### config.mk
export PLATFORM = sky130hd
export DESIGN_NAME = alu_pipe_mc
export DESIGN_NICKNAME = d
export VERILOG_FILES = /design/src/rtl/alu_pipe_mc.sv
export SDC_FILE = /design/constraint.sdc
export NUM_CORES = 1
export LEC_CHECK = 0
export CORE_ASPECT_RATIO = 0.5
export CORE_MARGIN = 3
export CORE_UTILIZATION = 35
export DETAILED_ROUTE_END_ITERATION = 10
export HOLD_SLACK_MARGIN = 0.15
export PLACE_DENSITY = 0.63
export SETUP_SLACK_MARGIN = 0.2
export SLEW_MARGIN = 25
export SYNTH_ARGS = -nofsm -noshare
export SYNTH_HDL_FRONTEND = slang
export SYNTH_SLANG_ARGS = --single-unit
export TNS_END_PERCENT = 100
### constraint.sdc
create_clock -name CLK -period 3.8 [get_ports CLK]
set_input_delay 0.76 -clock CLK [delete_from_list [all_inputs] [get_ports CLK]]
set_output_delay 0.76 -clock CLK [all_outputs]
set_load 0.01 [all_outputs]
### src/rtl/alu_pipe_mc.sv
// Multi-cycle ALU: single-cycle logic/arith/shift ops, iterative shift-add MUL,
// result presented under a valid/ready handshake with a one-deep output register.
module alu_pipe_mc #(
  parameter int WIDTH = 8
) (
  input  logic             CLK,
  input  logic             RESET,
  input  logic [WIDTH-1:0] DATA1,
  input  logic [WIDTH-1:0] DATA2,
  input  logic [2:0]       SELECT,
  input  logic             IN_VALID,
  output logic             IN_READY,
  output logic [WIDTH-1:0] RESULT,
  output logic             ZERO,
  output logic             CARRY,
  output logic             OVERFLOW,
  output logic             OUT_VALID,
  input  logic             OUT_READY
);
  localparam int SW = $clog2(WIDTH);

  localparam logic [2:0] OP_FWD = 3'b000, OP_ADD = 3'b001, OP_AND = 3'b010, OP_OR  = 3'b011,
                         OP_SUB = 3'b100, OP_MUL = 3'b101, OP_SLL = 3'b110, OP_SRA = 3'b111;

  typedef enum logic [1:0] {IDLE, BUSY, HOLD} state_t;
  state_t state, state_nxt;

  logic               accept, is_mul, mul_done;
  logic [WIDTH-1:0]   alu_res;
  logic               alu_c, alu_v;
  logic [WIDTH:0]     sum, diff;
  logic [SW-1:0]      sh;
  logic [2*WIDTH-1:0] mcand, acc, prod;
  logic [WIDTH-1:0]   mplier;
  logic [SW-1:0]      cnt;

  assign accept   = IN_VALID & IN_READY;
  assign is_mul   = (SELECT == OP_MUL);
  assign mul_done = (state == BUSY) && (cnt == SW'(WIDTH - 1));
  assign prod     = acc + (mplier[0] ? mcand : '0);

  // state register
  always_ff @(posedge CLK or posedge RESET) begin
    if (RESET) state <= IDLE;
    else       state <= state_nxt;
  end

  // next state
  always_comb begin
    state_nxt = state;
    case (state)
      IDLE: if (accept) state_nxt = is_mul ? BUSY : HOLD;
      BUSY: if (mul_done) state_nxt = HOLD;
      HOLD: if (OUT_READY) state_nxt = accept ? (is_mul ? BUSY : HOLD) : IDLE;
      default: state_nxt = IDLE;
    endcase
  end

  // handshake outputs
  always_comb begin
    IN_READY  = !RESET && ((state == IDLE) || ((state == HOLD) && OUT_READY));
    OUT_VALID = (state == HOLD);
  end

  // single-cycle ops, evaluated on the live operands at the accept edge
  always_comb begin
    sh      = DATA2[SW-1:0];
    sum     = {1'b0, DATA1} + {1'b0, DATA2};
    diff    = {1'b0, DATA1} - {1'b0, DATA2};
    alu_res = '0;
    alu_c   = 1'b0;
    alu_v   = 1'b0;
    case (SELECT)
      OP_FWD: alu_res = DATA2;
      OP_ADD: begin
        alu_res = sum[WIDTH-1:0];
        alu_c   = sum[WIDTH];
        alu_v   = (DATA1[WIDTH-1] == DATA2[WIDTH-1]) && (sum[WIDTH-1] != DATA1[WIDTH-1]);
      end
      OP_AND: alu_res = DATA1 & DATA2;
      OP_OR:  alu_res = DATA1 | DATA2;
      OP_SUB: begin
        alu_res = diff[WIDTH-1:0];
        alu_c   = diff[WIDTH];
        alu_v   = (DATA1[WIDTH-1] != DATA2[WIDTH-1]) && (diff[WIDTH-1] != DATA1[WIDTH-1]);
      end
      OP_SLL: alu_res = DATA1 << sh;
      OP_SRA: alu_res = $signed(DATA1) >>> sh;
      default: alu_res = '0;
    endcase
  end

  // multiplier iteration and result register
  always_ff @(posedge CLK or posedge RESET) begin
    if (RESET) begin
      mcand    <= '0;
      mplier   <= '0;
      acc      <= '0;
      cnt      <= '0;
      RESULT   <= '0;
      ZERO     <= 1'b0;
      CARRY    <= 1'b0;
      OVERFLOW <= 1'b0;
    end else begin
      if (accept && is_mul) begin
        mcand  <= {{WIDTH{1'b0}}, DATA1};
        mplier <= DATA2;
        acc    <= '0;
        cnt    <= '0;
      end else if (state == BUSY) begin
        acc    <= prod;
        mcand  <= mcand << 1;
        mplier <= mplier >> 1;
        cnt    <= cnt + 1'b1;
      end
      // last multiplier bit folds straight into the result so HOLD lands WIDTH edges after accept
      if (accept && !is_mul) begin
        RESULT   <= alu_res;
        ZERO     <= (alu_res == '0);
        CARRY    <= alu_c;
        OVERFLOW <= alu_v;
      end else if (mul_done) begin
        RESULT   <= prod[WIDTH-1:0];
        ZERO     <= (prod[WIDTH-1:0] == '0);
        CARRY    <= |prod[2*WIDTH-1:WIDTH];
        OVERFLOW <= 1'b0;
      end
    end
  end
endmodule
==> flow_summary.ini, run 1 <==
[yosys]
async_flop_share_pct = 100
synth.avg_cell_area_um2 = 8.02
ys_top_cells_by_count = nand2_1, dfrtp_1, o21ai_0
synth_top_cell_by_area = dfrtp_1
synth_cell_types = 61
synth_compound_area_share_pct = 24.1
synth_top_family_by_area = compound AO/OA/AOI/OAI gates
synth_fp_nets = 648
synthAdderAreaFrac_pct = 12.6
ys_seq_elements = 56
synth_simple_gate_area_share_pct = 21.2
synth_top_area_share_pct = 30.1
synth_ff_type = dfrtp_1
muxShareOfSynthArea_pct = 3.87
synth-xor-area-share_pct = 3.01
synth-edff-count = 0
synth_cells = 580
netlist_area_um2 = 4650
synth_area_leaders = dfrtp_1, ha_1, nand2_1, o21ai_0, a21oi_1
yosysWarnings = 0
ys_seq_area_share_pct = 30.1
yosys.cell_count.top_type = nand2_1

[critical_path]
reg2reg_slack_ns = 0.60
path_class = input port to flip-flop
cp.required_ns = 4.01
timing.rr.start = mplier[0]
reg2regPathDepth = 11
worstSetupEndpointType = flip-flop
cpPeakStageDelay_ns = 0.58
arrival_ns = 3.61
crit_chain = clkdlybuf4s50_1 > inv_1 > ha_1 > fa_1 > o21bai_1 > a21oi_1 > o31ai_1 > o221ai_1 > a21boi_0 > nand4_1 > o31ai_2
slowest_stage = clkdlybuf4s50_1
critPathMaxFanout = 5
reg2reg_to = CARRY
critPathLaunchType = input port

[sta]
slew_headroom_pct = 50.1
finClkSkew_ns = 0.00711
fin_ws_ns = 0.401
tns_ns = 0
tightest_slew_ns = 0.747
fmax_ghz = 0.294
fin_hold_ws_ns = 0.487
hold_violations = 0
period_share_pct = 89.5
setup_violations = 0
drv_slew = 0
min_period_ns = 3.40
rsz0062_at_grt = false

[floorplan]
ioPinCount = 36
row_count = 29
core_area_um2 = 12800
die-area_um2 = 14800
die_y_um = 87.5
initial_core_util_pct = 36.3
fp.dieW_um = 169

[placement]
port_buffers = 35
gp_congestion = 1.01
preCtsSetupSlack_ns = 0.140
hpwl_um = 10600

[drt]
ant_nets = 0
wire_per_inst_um = 17.5
drc = 0
drt-initial-drc-count = 379
routed_via_density = 5.71
num_vias = 4531
wl_um = 13900
dr.pass1.iters = 5

[finish]
multiInputGateArea_um2 = 3020
nets = 690
diodes = 0
n_fill_cell = 1263
seqCellArea_um2 = 1400
fin_util_pct = 42.8
drive_gt1_share_pct = 8.67
area_growth_pct = 17.9

[power_and_ir_drop]
internal_power_mw = 1.54
leakagePower_nw = 2.46
ir_worst_vdd_mv = 0.236
seq_power_share_pct = 38.0
swShare_pct = 39.6
p_comb_share_pct = 43.0
power_mw = 2.56
p_per_area_nw_per_um2 = 467
p_clk_share_pct = 19.0
p_switching_mw = 1.01

[clock_network]
post_cts_buffers = 0
cts_tree = done
numCtsBuffers = 5
clkLatencyLatePin_ns = 0.30
cts-htree-levels = 2
cts_resized = 0
root_buffer = clkbuf_16
hold_buffers = 0
clock_sinks = 56
clkTransAtPathRegs_ns = 0.08
cts.path.max_buffers = 2

[run_status]
status = finished, final reports clean

[global_routing]
grt_pass1_vias = 4353
antenna_found_initial = 0
grt_pass1_wl_um = 23100
track_usage_pct = 19.3
grt_max_degree = 43
overflow = 0

[hold_path]
worstHoldPathCells = 2
worstHoldStart = mplier[1]
hold_end = mplier[1]
hold_path_class = flip-flop to flip-flop

[job]
drv_cap = 0
metrics by stage:
stage,instance area (µm²),std cells
detailed placement,5330,785
finish,5490,793
floorplan,4650,580
global placement,5330,785
CTS,5490,793
global route,5490,793
sequential cells by signal (all words and copies together) (netlist names):
name and flops:
CARRY 1, OVERFLOW 1, RESULT 8, ZERO 1
acc 16, cnt 3, mcand 16, mplier 8
state 2
cell type report:
class	instances	area share, %
multi-input combinational	463	55.0
sequential	56	25.5
timing repair buffer	67	10.8
tap	170	3.88
clock buffer	5	2.28
inverter	29	1.98
clock inverter	3	0.525
layout by cell type (no fill, tap or decap), types with 6 or more instances in the layout:
cell type	netlist	routed
o21ai_0	46	46
nand2_1	108	108
nor2_1	38	38
a21oi_1	32	32
ha_1	42	42
xnor2_1	9	9
a22oi_1	21	21
buf_4	1	32
nor3_1	9	9
nand3_1	16	16
o22ai_1	11	11
o21bai_1	6	6
clkdlybuf4s50_1	0	35
xor2_1	7	7
a211oi_1	9	9
dfrtp_1	56	56
inv_1	26	25
nor2b_1	8	7
mux2i_1	9	9
and2_1	17	17
cell families after synthesis:
logic type / after synthesis
flip-flops: 56
adder cells (fa/ha/maj): 45
AO/OA/AOI/OAI: 173
AND/OR/NAND/NOR: 216
buffers and inverters: 61
multiplexers: 13
XOR/XNOR: 16
worst max-delay path: cells and delay by family:
kind	cells	cell delay, ns
AO/OA/AOI/OAI	6	1.36
buffers and inverters	2	0.69
adder cells (fa/ha/maj)	2	0.66
AND/OR/NAND/NOR	1	0.14
per-layer routing:
metal | track usage [%] | share of wire (%) | vias to the layer above
li1 | - | - | 2162
met1 | 26.5 | 46 | 2177
met2 | 32.0 | 47 | 161
met4 | 5.60 | 2.2 | 0
met5 | 0 | 0 | -
met3 | 2.99 | 5.5 | 31
worst max-delay path by stage:
stage | start | to | slack, ns
6_report | DATA1[0] | ZERO | 0.40
5_1_grt | DATA1[0] | ZERO | 0.20
4_1_cts | DATA1[0] | ZERO | 0.45
3_5_place_dp | DATA1[0] | ZERO | 0.14
3_3_place_gp | DATA1[0] | ZERO | 0.21
2_1_floorplan | DATA2[1] | OVERFLOW | 0.86
power by group through the flow:
stage / clock network (mW) / logic (mW) / registers (mW)
3_5_place_dp: 0 / 1.09 / 0.986
3_3_place_gp: 0 / 1.07 / 0.980
2_1_floorplan: 0 / 0.717 / 0.958
5_1_grt: 0.518 / 1.23 / 1.01
6_report: 0.486 / 1.10 / 0.973
4_1_cts: 0.492 / 1.10 / 0.976
(Power assumes the default switching activity.)
==> run 2: changes to the inputs <==
--- a/config.mk
+++ b/config.mk
@@ -10,7 +10,7 @@
 export CORE_UTILIZATION = 35
 export DETAILED_ROUTE_END_ITERATION = 10
 export HOLD_SLACK_MARGIN = 0.15
-export PLACE_DENSITY = 0.63
+export PLACE_DENSITY = 0.65
 export SETUP_SLACK_MARGIN = 0.2
 export SLEW_MARGIN = 25
 export SYNTH_ARGS = -nofsm -noshare
==> constraint.sdc (replaced) <==
create_clock -name CLK -period 2.8 [get_ports CLK]
set_input_delay 0.56 -clock CLK [delete_from_list [all_inputs] [get_ports CLK]]
set_output_delay 0.56 -clock CLK [all_outputs]
set_load 0.01 [all_outputs]
==> run 2 against run 1 <==
  * First-iteration DRC count fell by 15%
  * Count of clock-buffer cells in the layout did not move
  * Via count rose by 6.7%
  * Final area rose by 21%
  * Combinational power rose by 69%
  * Clock skew rose by 0.0019 ns
  * Sequential cell count did not move
  * Non-clock buffer count rose by 96
  * Global-route usage rose by 1.6 points
  * Clock power rose by 35%
  * Critical path depth did not move
  * Routed wire length rose by 11%
  * Critical endpoint is now CARRY
==> flow_summary.ini, run 2 (synthesized netlist as in run 1, its figures left out) <==
[run_status]
status = finished, final reports clean

[placement]
dpl.cell_count = 863
gp_congestion = 0.959
hpwl_um = 11400
port_buffers = 35

[hold_path]
worstHoldStart = mplier[2]
hold_path_class = flip-flop to flip-flop
worstHoldPathCells = 2
hold_end = mplier[2]

[critical_path]
timing.rr.start = mcand[0]
critPathLaunchType = flip-flop
worstSetupEndpointType = flip-flop
path_class = flip-flop to flip-flop
reg2reg_to = CARRY
critPathMaxFanout = 2
cpPeakStageDelay_ns = 0.39
slowest_stage = fa_2
arrival_ns = 2.91
reg2reg_slack_ns = 0.05
crit_buf_inv = 1
cp.required_ns = 2.97
reg2regPathDepth = 11
cp_top_family = compound AO/OA/AOI/OAI gates
crit_chain = and2_4 > ha_4 > fa_2 > a21oi_4 > o2111ai_4 > a211o_1 > buf_6 > xnor2_2 > nand3_1 > nor4_2 > a41oi_1

[drt]
routed_via_density = 5.44
drt-initial-drc-count = 323
ant_nets = 0
dr.pass1.iters = 5
drc = 0
num_vias = 4836
wire_per_inst_um = 17.3
wl_um = 15400

[clock_network]
clock_sinks = 56
numCtsBuffers = 5
clkLatencyLatePin_ns = 0.30
cts_tree = done
cts.path.max_buffers = 2
cts-htree-levels = 2
root_buffer = clkbuf_16
clkTransAtPathRegs_ns = 0.08

[sta]
setup_violations = 0
drv_slew = 0
rsz0062_at_grt = true
finClkSkew_ns = 0.00902
slew_headroom_pct = 56.5
fmax_ghz = 0.364
period_share_pct = 98.1
hold_violations = 0
tightest_slew_ns = 0.652
fin_hold_ws_ns = 0.486
tns_ns = 0
min_period_ns = 2.75

[global_routing]
grt_max_degree = 43
grt_pass1_vias = 4792
grt_pass1_wl_um = 24800
track_usage_pct = 20.9
overflow = 0
antenna_found_initial = 0

[finish]
final_cell_mix = buf_4, nand2_1, dfrtp_1, o21ai_0, nor2_1
drive_gt1_share_pct = 30.6
reg_top3 = acc: 16 flops, mcand: 16 flops
nets = 786
layout.cells.non_filler = 889
diodes = 0
final_common_cell = buf_4
area_growth_pct = 42.2
fin_util_pct = 51.6

[floorplan]
row_count = 29
fp.dieW_um = 169
die-area_um2 = 14800
core_area_um2 = 12800
die_y_um = 87.5
ioPinCount = 36
initial_core_util_pct = 36.3

[power_and_ir_drop]
swShare_pct = 39.2
p_switching_mw = 1.51
seq_power_share_pct = 34.7
ir_worst_vdd_mv = 0.318
p_per_area_nw_per_um2 = 582
leakagePower_nw = 3.04
power_mw = 3.85
p_comb_share_pct = 48.3
p_clk_share_pct = 17.0
internal_power_mw = 2.34

[job]
drv_cap = 0
[run 2: cell count changes in the layout (fill, tap and decap cells not counted), moves of 4 or more]
cell and delta:
buf_4 +90, inv_1 -11, dlymetal6s2s_1 +6, ha_1 -11, nor3_1 -4, o21ai_0 -6
dlygate4sd2_1 +7, inv_2 +10, ha_4 +9, a21oi_1 -4, clkdlybuf4s50_1 -18, buf_6 +7
[run 2: worst max path at each step]
stage | slack (ns) | start | to | cells after the start
after floorplan | 0.21 | mplier[0] | CARRY | 11
after global placement | -0.55 | DATA1[0] | ZERO | 11
after detailed placement | -0.71 | DATA1[0] | ZERO | 10
after CTS | 0.03 | mcand[0] | CARRY | 11
after global routing | -0.08 | mcand[0] | CARRY | 11
final | 0.05 | mcand[0] | CARRY | 11
[run 2: what timing repair did]
action | CTS | global route
resized for setup | 64 | 59
gates cloned | 0 | 0
pin swaps | 22 | 28
hold buffers | 0 | 0
endpoints found under the setup margin | 11 | 13
buffers inserted | 10 | 8
[run 2: layout make-up]
type,instances,area (µm²)
clock buffers,5,125
clock inverters,3,26.3
fillers,1173,6190
inverters,29,111
multi-input cells,463,3400
flip-flops and latches,56,1400
well taps,170,213
repair buffers,163,1340
[run 2: power groups by stage]
stage / clock [mW] / sequential (mW) / combinational [mW]
2_1_floorplan: 0 / 1.30 / 0.991
3_3_place_gp: 0 / 1.33 / 1.60
3_5_place_dp: 0 / 1.34 / 1.63
4_1_cts: 0.661 / 1.33 / 1.72
5_1_grt: 0.702 / 1.38 / 2.05
6_report: 0.655 / 1.34 / 1.86
[run 2: worst register-to-register path, stage by stage, from the launching register on]
cell and delay [ns]:
dfrtp_1 0.38, and2_4 0.16, ha_4 0.16, fa_2 0.39, a21oi_4 0.20, o2111ai_4 0.14
a211o_1 0.33, buf_6 0.13, xnor2_2 0.17, nand3_1 0.11, nor4_2 0.30, a41oi_1 0.13
[run 2: per-stage QoR]
stage	instance area (µm²)	setup WS [ns]
final	6610	0.0520
after global routing	6610	-0.0779
after CTS	6380	0.0320
after detailed placement	5950	-0.708
after global placement	5950	-0.555
after floorplan	4690	0.206
[run 2: layer usage]
layer	GRT usage (%)	wire length (µm)	vias to the layer above
met4	5.45	293	0
li1	-	-	2363
met2	35.8	7300	109
met1	27.8	7190	2338
met3	3.45	603	26
met5	0	0	-
